File: src/rtl/sreg_ctrl_pkg.sv
// Shared types and helpers for the sreg valid/ready stream controller.
package sreg_ctrl_pkg;

  typedef enum logic {ST_RUN, ST_FLUSH} sreg_ctrl_state_t;

  function automatic int occ_width(input int depth);
    return $clog2(depth + 1);
  endfunction

endpackage

File: src/rtl/sreg.sv
// Plain enabled shift register of DEPTH data stages; stages are intentionally not reset.
module sreg #(
  parameter int D_W   = 32,
  parameter int DEPTH = 8
) (
  input  logic           clk,
  input  logic           shift_en,
  input  logic [D_W-1:0] data_in,
  output logic [D_W-1:0] data_out
);

  logic [D_W-1:0] stages [DEPTH];

  always_ff @(posedge clk) begin
    if (shift_en) begin
      stages[0] <= data_in;
      for (int i = 1; i < DEPTH; i++) begin
        stages[i] <= stages[i-1];
      end
    end
  end

  assign data_out = stages[DEPTH-1];

endmodule

File: src/rtl/sreg_stream_ctrl.sv
// Valid/ready wrapper around one sreg delay line: valid-bit chain, occupancy
// tracking, output backpressure and a bubble-injecting flush mode.
module sreg_stream_ctrl
  import sreg_ctrl_pkg::*;
#(
  parameter int D_W   = 32,
  parameter int DEPTH = 8,
  localparam int OCC_W = occ_width(DEPTH)
) (
  input  logic                  clk,
  input  logic                  rst,
  input  logic                  s_valid,
  output logic                  s_ready,
  input  logic signed [D_W-1:0] s_data,
  input  logic                  flush,
  output logic                  m_valid,
  input  logic                  m_ready,
  output logic signed [D_W-1:0] m_data,
  output logic                  busy,
  output logic [OCC_W-1:0]      occupancy
);

  sreg_ctrl_state_t state;
  logic [DEPTH-1:0] vld;
  logic             in_run;
  logic             blocked;
  logic             accept;
  logic             fire;
  logic             advance;
  logic [D_W-1:0]   data_in;
  logic [D_W-1:0]   data_out;
  logic [OCC_W-1:0] occ_next;

  assign in_run  = (state == ST_RUN);
  assign m_valid = vld[DEPTH-1];
  assign blocked = m_valid && !m_ready;
  assign s_ready = in_run && !blocked;
  assign accept  = s_valid && s_ready;
  assign fire    = m_valid && m_ready;
  assign advance = in_run ? accept : !blocked;
  // Flush pushes zero bubbles so the live beats walk out behind the last one.
  assign data_in = in_run ? s_data : '0;
  assign m_data  = data_out;

  sreg #(
    .D_W   (D_W),
    .DEPTH (DEPTH)
  ) u_sreg (
    .clk      (clk),
    .shift_en (advance),
    .data_in  (data_in),
    .data_out (data_out)
  );

  always_comb begin
    occ_next = occupancy;
    case ({accept, fire})
      2'b10:   occ_next = occupancy + OCC_W'(1);
      2'b01:   occ_next = occupancy - OCC_W'(1);
      default: occ_next = occupancy;
    endcase
  end

  // A fire without a shift must retire the output beat; a shift overwrites it anyway.
  always_ff @(posedge clk or negedge rst) begin
    if (!rst) begin
      state     <= ST_RUN;
      busy      <= 1'b0;
      vld       <= '0;
      occupancy <= '0;
    end else begin
      occupancy <= occ_next;
      if (advance) begin
        vld <= {vld[DEPTH-2:0], in_run};
      end else if (fire) begin
        vld[DEPTH-1] <= 1'b0;
      end
      case (state)
        ST_RUN: begin
          if (flush && (occupancy != '0 || accept)) begin
            state <= ST_FLUSH;
            busy  <= 1'b1;
          end
        end
        ST_FLUSH: begin
          if (occ_next == '0) begin
            state <= ST_RUN;
            busy  <= 1'b0;
          end
        end
        default: begin
          state <= ST_RUN;
          busy  <= 1'b0;
        end
      endcase
    end
  end

endmodule

File: config.mk
export PLATFORM = sky130hd
export DESIGN_NAME = sreg_stream_ctrl
export DESIGN_NICKNAME = d
export VERILOG_FILES = /design/src/rtl/sreg_ctrl_pkg.sv /design/src/rtl/sreg.sv /design/src/rtl/sreg_stream_ctrl.sv
export SDC_FILE = /design/constraint.sdc
export NUM_CORES = 1
export LEC_CHECK = 0
export ABC_AREA = 0
export CAP_MARGIN = 15
export CELL_PAD_IN_SITES_DETAIL_PLACEMENT = 1
export CELL_PAD_IN_SITES_GLOBAL_PLACEMENT = 1
export CORE_AREA = 8 8 139 192
export CTS_CLUSTER_SIZE = 20
export DETAILED_ROUTE_END_ITERATION = 6
export DIE_AREA = 0 0 147 200
export DONT_BUFFER_PORTS = 1
export GPL_TIMING_DRIVEN = 0
export PLACE_DENSITY_LB_ADDON = 0.08
export SYNTH_ARGS = -nofsm -noshare
export SYNTH_HDL_FRONTEND = slang
export SYNTH_SLANG_ARGS = --single-unit
File: constraint.sdc
create_clock -name clk -period 17.88 [get_ports clk]
set_clock_uncertainty 0.1 [all_clocks]
set_input_delay 4.47 -clock clk [delete_from_list [all_inputs] [get_ports clk]]
set_output_delay 4.47 -clock clk [all_outputs]
set_load 0.05 [all_outputs]
==> metrics.cfg, run 1 <==
[run_status]
status = finished clean

[worst_setup_path]
slowest_stage = nor2_1
end_kind = output pin
critical_path_arrival_ps = 5250
reg2reg_depth = 10
crit_path_start_kind = input pin
cpPeakStageDelay_ps = 720
path_delay_family = simple AND/OR/NAND/NOR gates
cp_max_fo = 5
worstPathCellList = nor2b_2 > nor2_1
crit_required_ps = 13310
cp.buffers_inverters = 0
critPathKind = in2out
path_depth = 2

[yosys]
synthArstFlopShare = 0.05185
avgSynthCellArea_um2 = 22.77
synthTopCellsByArea = edfxtp_1 (87%), dfrtp_1 (4.0%), buf_4 (2.7%), nor2b_1 (2.4%), mux2_2 (0.89%)
synth_edf_count = 256
syn_nets = 429
netlist_area_mm2 = 0.008856
seq_area_frac_synth = 0.9076
ys_types = 31
yosysWarnings = 0
synthCells = 389
synth_top_area_cell = edfxtp_1
netlist.area_leader.share = 0.8680
synth_ff_type = edfxtp_1
synth-seq-cells = 270

[timing]
max_freq_mhz = 101.9
min_period_ps = 9816
worst_pin_slew_ps = 962.8
setup_viol = 0
post-route-period-util = 0.5490
slew_viol_final = 0
tns_ps = 0
relSlewSlack = 0.3566
grt_setup_unrepaired = no
hold_viol = 0

[route]
ant_nets = 0
drt-initial-drc-count = 155
drt_pass1_iterations = 4
drt_wl_total_mm = 10.94
route.detailed.drc = 0
avgViaCountPerCell = 4.249
post_drt_wl_per_cell_um = 14.54
num_vias = 3195

[clock_tree]
post-cts-setup-buffer-count = 0
numCtsBuffers = 25
clk_pin_slew_ps = 60
cts.sinks = 270
clk_path_buf_depth = 3
cts_max_level = 1
cts_tree = done
cts_resized = 0
cts_root_buf = clkbuf_16
clk_latency_ps = 500
cts_hold_buffers = 0

[die]
rows = 67
die_area_mm2 = 0.02940
fp.dieH_um = 200
io_pins = 76
initial_core_util = 0.3720
chipWidth_um = 147
design.core.area_mm2 = 0.02381

[cells_and_area]
area_growth_pct = 14.71
layout-drive-gt1-share = 0.1950
post-route-cell-area_mm2 = 0.01016
nets = 463

[placement]
gp_congestion = 0.6711
port_buffers = 0
placed_area_mm2 = 0.009389
dp_hpwl_mm = 6.569

[pwr]
peakVddDrop_uv = 77.01
power_density_mw_per_mm2 = 197.2
leakage_nw = 3.844

[worst_hold_path]
hp-class = reg2reg
hold_depth = 0

[global_route]
antenna_found_initial = 1
first_global_vias = 3544
groute.usage.overall = 0.07431
grt_max_degree = 40
grt_pass1_wl_mm = 17.72
grt_overflow = 0

[flow_run]
drv_cap = 0

per-stage QoR:
| stage | instances | util | total power, W | hold WS (ps) | setup slack [ps] |
|---|---|---|---|---|---|
| after CTS | 751 | 0.4266 | 0.002041 | 312.3 | 8046 |
| after global routing | 752 | 0.4267 | 0.002101 | 317.8 | 8009 |
| after floorplan | 389 | - | 0.001472 | 300.3 | 5529 |
| after detailed placement | 706 | 0.3944 | 0.001537 | 305.2 | 8045 |
| final | 752 | 0.4267 | 0.002004 | 314.4 | 8064 |
| after global placement | 699 | 0.3883 | 0.001528 | 300.1 | 3369 |
flip-flops by register name (all words and copies together), names as in the netlist:
| register | cells |
|---|---|
| busy | 1 |
| vld | 8 |
| occupancy | 4 |
| state | 1 |
| u_sreg.stages | 256 |
logic make-up (layout without fill, tap and decap cells):
family,count (synthesis),after routing,synth area share
muxes,8,8,0.01003
xor gates and xnor gates,3,3,0.002967
and+or+nand+nor,53,53,0.03589
buffers and inverters,40,92,0.03080
adders and majority gates,3,3,0.004239
other,0,1,0
DFF,270,270,0.9076
AOI/OAI and AO/OA,12,12,0.008478
layout make-up:
cell class,instances,area (um2)
Antenna cell,1,2.502
Buffer,37,261.5
Clock buffer,31,648.1
Clock inverter,14,118.9
Fill cell,2228,13650
Inverter,3,11.26
Multi-Input combinational cell,79,550.5
Sequential cell,270,8038
Tap cell,310,387.9
Timing Repair Buffer,7,140.1
worst paths after layout:
kind / end / startpoint / slack (ps)
min in group asynchronous: busy / rst / 3560
max: s_ready / m_ready / 8060
max reg2reg: state / vld[7] / 14270
max in group asynchronous: vld[3] / rst / 14050
min: u_sreg.stages[0][95] / u_sreg.stages[0][63] / 310
min reg2reg: u_sreg.stages[0][95] / u_sreg.stages[0][63] / 310
cell usage in the layout, fill, tap and decap left out, types with 3 or more instances in the layout:
cell type  netlist  final
inv_1            3      3
dfrtp_1         14     14
edfxtp_1       256    256
buf_12           0      7
ha_1             3      3
nand2_1          3      3
nor2_1           6      6
buf_4           32     32
clkinv_2         0      8
mux2_2           7      7
clkbuf_16        0     25
nor2b_1         34     34
a21oi_1          3      3
clkbuf_1         3      9
clkinv_1         0      3
cells in the mapped netlist (all sizes together) (2+ instances only):
| cell | n |
|---|---|
| edfxtp | 256 |
| nor2b | 35 |
| buf | 34 |
| dfrtp | 14 |
| mux2 | 7 |
| nor2 | 7 |
| o21ai | 4 |
| a21oi | 3 |
| clkbuf | 3 |
| ha | 3 |
| inv | 3 |
| nand2 | 3 |
| a41oi | 2 |
| xor2 | 2 |
layer usage:
layer | wire length (um) | track usage | up-vias
met1 | 4345 | 0.07822 | 1574
met3 | 829 | 0.02775 | 20
met4 | 251 | 0.03182 | 0
met5 | 0 | 0 | -
li1 | - | - | 1518
met2 | 5510 | 0.1319 | 83
where the power goes:
| part | internal, W | switching [W] |
|---|---|---|
| clock network | 0.000286 | 0.000208 |
| registers | 0.00109 | 0.000104 |
| logic | 0.0000864 | 0.000235 |
Power figures use the tool's default switching activity.
==> run 2: changes to the inputs <==
Settings changed: ABC_AREA 0 to 1, CORE_AREA 8 8 139 192 to 8 8 140 194, DIE_AREA 0 0 147 200 to 0 0 148 202.
Clock period 17.88 ns to 9.3 ns, I/O delays scaled along.
==> metrics.cfg, run 2 <==
[route]
drt_pass1_iterations = 4  ; unchanged
drt_wl_total_mm = 10.91  ; -0.26%
drt-initial-drc-count = 134  ; -14%
route.detailed.drc = 0  ; unchanged
avgViaCountPerCell = 4.142  ; -2.5%
post_drt_wl_per_cell_um = 13.32  ; -8.4%
ant_nets = 0  ; unchanged
num_vias = 3392  ; +6.2%

[placement]
dp_hpwl_mm = 6.798  ; +3.5%
port_buffers = 0  ; unchanged
gp_congestion = 0.7135  ; +6.3%

[die]
die_area_mm2 = 0.02990  ; +1.7%
fp.dieH_um = 202  ; +1.0%
io_pins = 76  ; unchanged
chipWidth_um = 148  ; +0.68%
design.core.area_mm2 = 0.02433  ; +2.2%
rows = 68  ; +1.5%
initial_core_util = 0.3697  ; -0.002326

[timing]
hold_viol = 0  ; unchanged
relSlewSlack = 0.5746  ; +0.2180
max_freq_mhz = 193.2
min_period_ps = 5175
slew_viol_final = 0  ; unchanged
worst_pin_slew_ps = 635.6  ; -327.1 ps
grt_setup_unrepaired = no
setup_viol = 0  ; unchanged
post-route-period-util = 0.5564
tns_ps = 0  ; unchanged

[flow_run]
drv_cap = 0  ; unchanged

[global_route]
antenna_found_initial = 0  ; -1
grt_max_degree = 38  ; -5.0%
first_global_vias = 3728  ; +5.2%
groute.usage.overall = 0.07397  ; -0.0003422
grt_overflow = 0  ; unchanged
grt_pass1_wl_mm = 18.22  ; +2.8%

[yosys]
yosysWarnings = 0  ; unchanged
synthCells = 452  ; +16%
synthTopCellsByArea = edfxtp_1 (85%), dfrtp_1 (3.9%), buf_4 (2.7%), inv_1 (2.0%), nor2_1 (1.5%)
synth_top_area_cell = edfxtp_1
netlist_area_mm2 = 0.008995  ; +1.6%
seq_area_frac_synth = 0.8936  ; -0.01401
synth-seq-cells = 270  ; unchanged
synthArstFlopShare = 0.05185  ; unchanged
yosys-top-cells-count = edfxtp_1 (256), inv_1 (48), nor2_1 (35)
synth.most_common_cell = edfxtp_1
syn_nets = 492  ; +15%
ys_types = 23  ; -26%
netlist.area_leader.share = 0.8546  ; -0.01340
synth_ff_type = edfxtp_1
avgSynthCellArea_um2 = 19.90  ; -13%
synth_edf_count = 256  ; unchanged

[worst_setup_path]
cpPeakStageDelay_ps = 230  ; -490 ps
end_kind = output pin
critPathKind = in2out
reg2reg_from = vld[7]
path_delay_family = simple AND/OR/NAND/NOR gates
crit_path_start_kind = input pin
crit_required_ps = 6880  ; -6430 ps
cp.buffers_inverters = 1  ; +1
critical_path_arrival_ps = 2750  ; -2500 ps
cp_max_fo = 2  ; -3
r2r-end = u_sreg.stages[1][104]
rrSetupSlack_ps = 5970  ; -8300 ps
worstPathCellList = or2_4 > clkinv_4 > nor2_8
slowest_stage = nor2_8
reg2reg_depth = 13  ; +3

[worst_hold_path]
hold_depth = 0  ; unchanged
hp-class = reg2reg
min_from = u_sreg.stages[0][12]
holdPathEnd = u_sreg.stages[0][44]

[clock_tree]
post-cts-setup-buffer-count = 0  ; unchanged
clk_latency_ps = 500  ; about the same
numCtsBuffers = 25  ; unchanged
cts_root_buf = clkbuf_16
cts.sinks = 270  ; unchanged
cts_max_level = 1  ; unchanged
cts_tree = done
cts_hold_buffers = 0  ; unchanged
cts_resized = 0  ; unchanged
clk_path_buf_depth = 3  ; unchanged
clk_pin_slew_ps = 60  ; about the same

[cells_and_area]
layout_common_cells = edfxtp_1 (256), inv_1 (48), nor2_1 (35)
largest_reg_flops = 256  ; unchanged
layout-drive-gt1-share = 0.1845  ; -0.01049
top_register = u_sreg.stages
layout_commonest_cell = edfxtp_1
area_growth_pct = 15.80
nets = 529  ; +14%
reg_top3 = u_sreg.stages (256), vld (8), occupancy (4)
antenna_cells = 0  ; -1

[run_status]
status = finished clean

## run 2: cell count changes in the layout (fill, tap and decap cells not counted), moves of 7 or more
cell,before,now
inv_1,3,48
nor2b_1,34,0
nor2_1,6,35
nand2_1,3,28
nand3_1,1,9
mux2_2,7,0
## run 2: layer usage
layer,vias to the layer above,global-route usage,share of wire
met2,79,0.1197,0.48
met3,24,0.03089,0.088
met5,-,0,0
met4,0,0.03398,0.033
met1,1636,0.08350,0.40
li1,1653,-,-
## run 2: cell type report
class,count,area [um2]
fill,2361,13920
sequential,270,8038
clock buffer,27,633.1
multi-input combinational,95,490.5
tap,315,394.1
buffer,36,262.8
timing repair buffer,10,245.2
inverter,51,203.9
clock inverter,15,148.9
## run 2: kinds of logic after synthesis
| family | share of synthesized area |
|---|---|
| xor gates and xnor gates | 0.001948 |
| DFF | 0.8936 |
| buffers and inverters | 0.05188 |
| and+or+nand+nor | 0.04145 |
| adders and majority gates | 0.004173 |
| AOI/OAI and AO/OA | 0.006955 |
## run 2: how the worst max path moves through the flow
| stage | startpoint | to | slack (ps) | cells past startpoint |
|---|---|---|---|---|
| 6_report | m_ready | s_ready | 4130 | 3 |
| 5_1_grt | m_ready | s_ready | 4110 | 3 |
| 4_1_cts | m_ready | s_ready | 4120 | 3 |
| 3_5_place_dp | m_ready | s_ready | 4120 | 3 |
| 3_3_place_gp | m_ready | u_sreg.stages[1][113] | 740 | 3 |
| 2_1_floorplan | m_ready | u_sreg.stages[0][0] | 1930 | 3 |
## run 2: through the flow
| stage | util | cells | hold WS, ps | area, um2 | setup slack (ps) |
|---|---|---|---|---|---|
| 2_1_floorplan | - | 452 | 300.3 | 8995 | 1934 |
| 6_report | 0.4281 | 819 | 312.9 | 10420 | 4125 |
| 3_5_place_dp | 0.3959 | 777 | 305.7 | 9634 | 4118 |
| 3_3_place_gp | 0.3858 | 767 | 302.5 | 9389 | 737.3 |
| 5_1_grt | 0.4281 | 819 | 318.4 | 10420 | 4106 |
| 4_1_cts | 0.4281 | 819 | 313.5 | 10420 | 4118 |
## run 2: worst reg2reg max path: stages (launching register included)
cell	delay (ps)
dfrtp_1	580
inv_1	130
or2_4	140
clkinv_4	70
nor2_8	230
nand2_8	100
o21ai_4	250
buf_16	240
buf_16	190
buf_16	190
buf_16	180
buf_16	190
buf_12	210
buf_12	210
Power of run 2 is left out: the tool's default activity adds up to more than one toggle a clock period on the data nets, which glitch-free logic cannot reach.
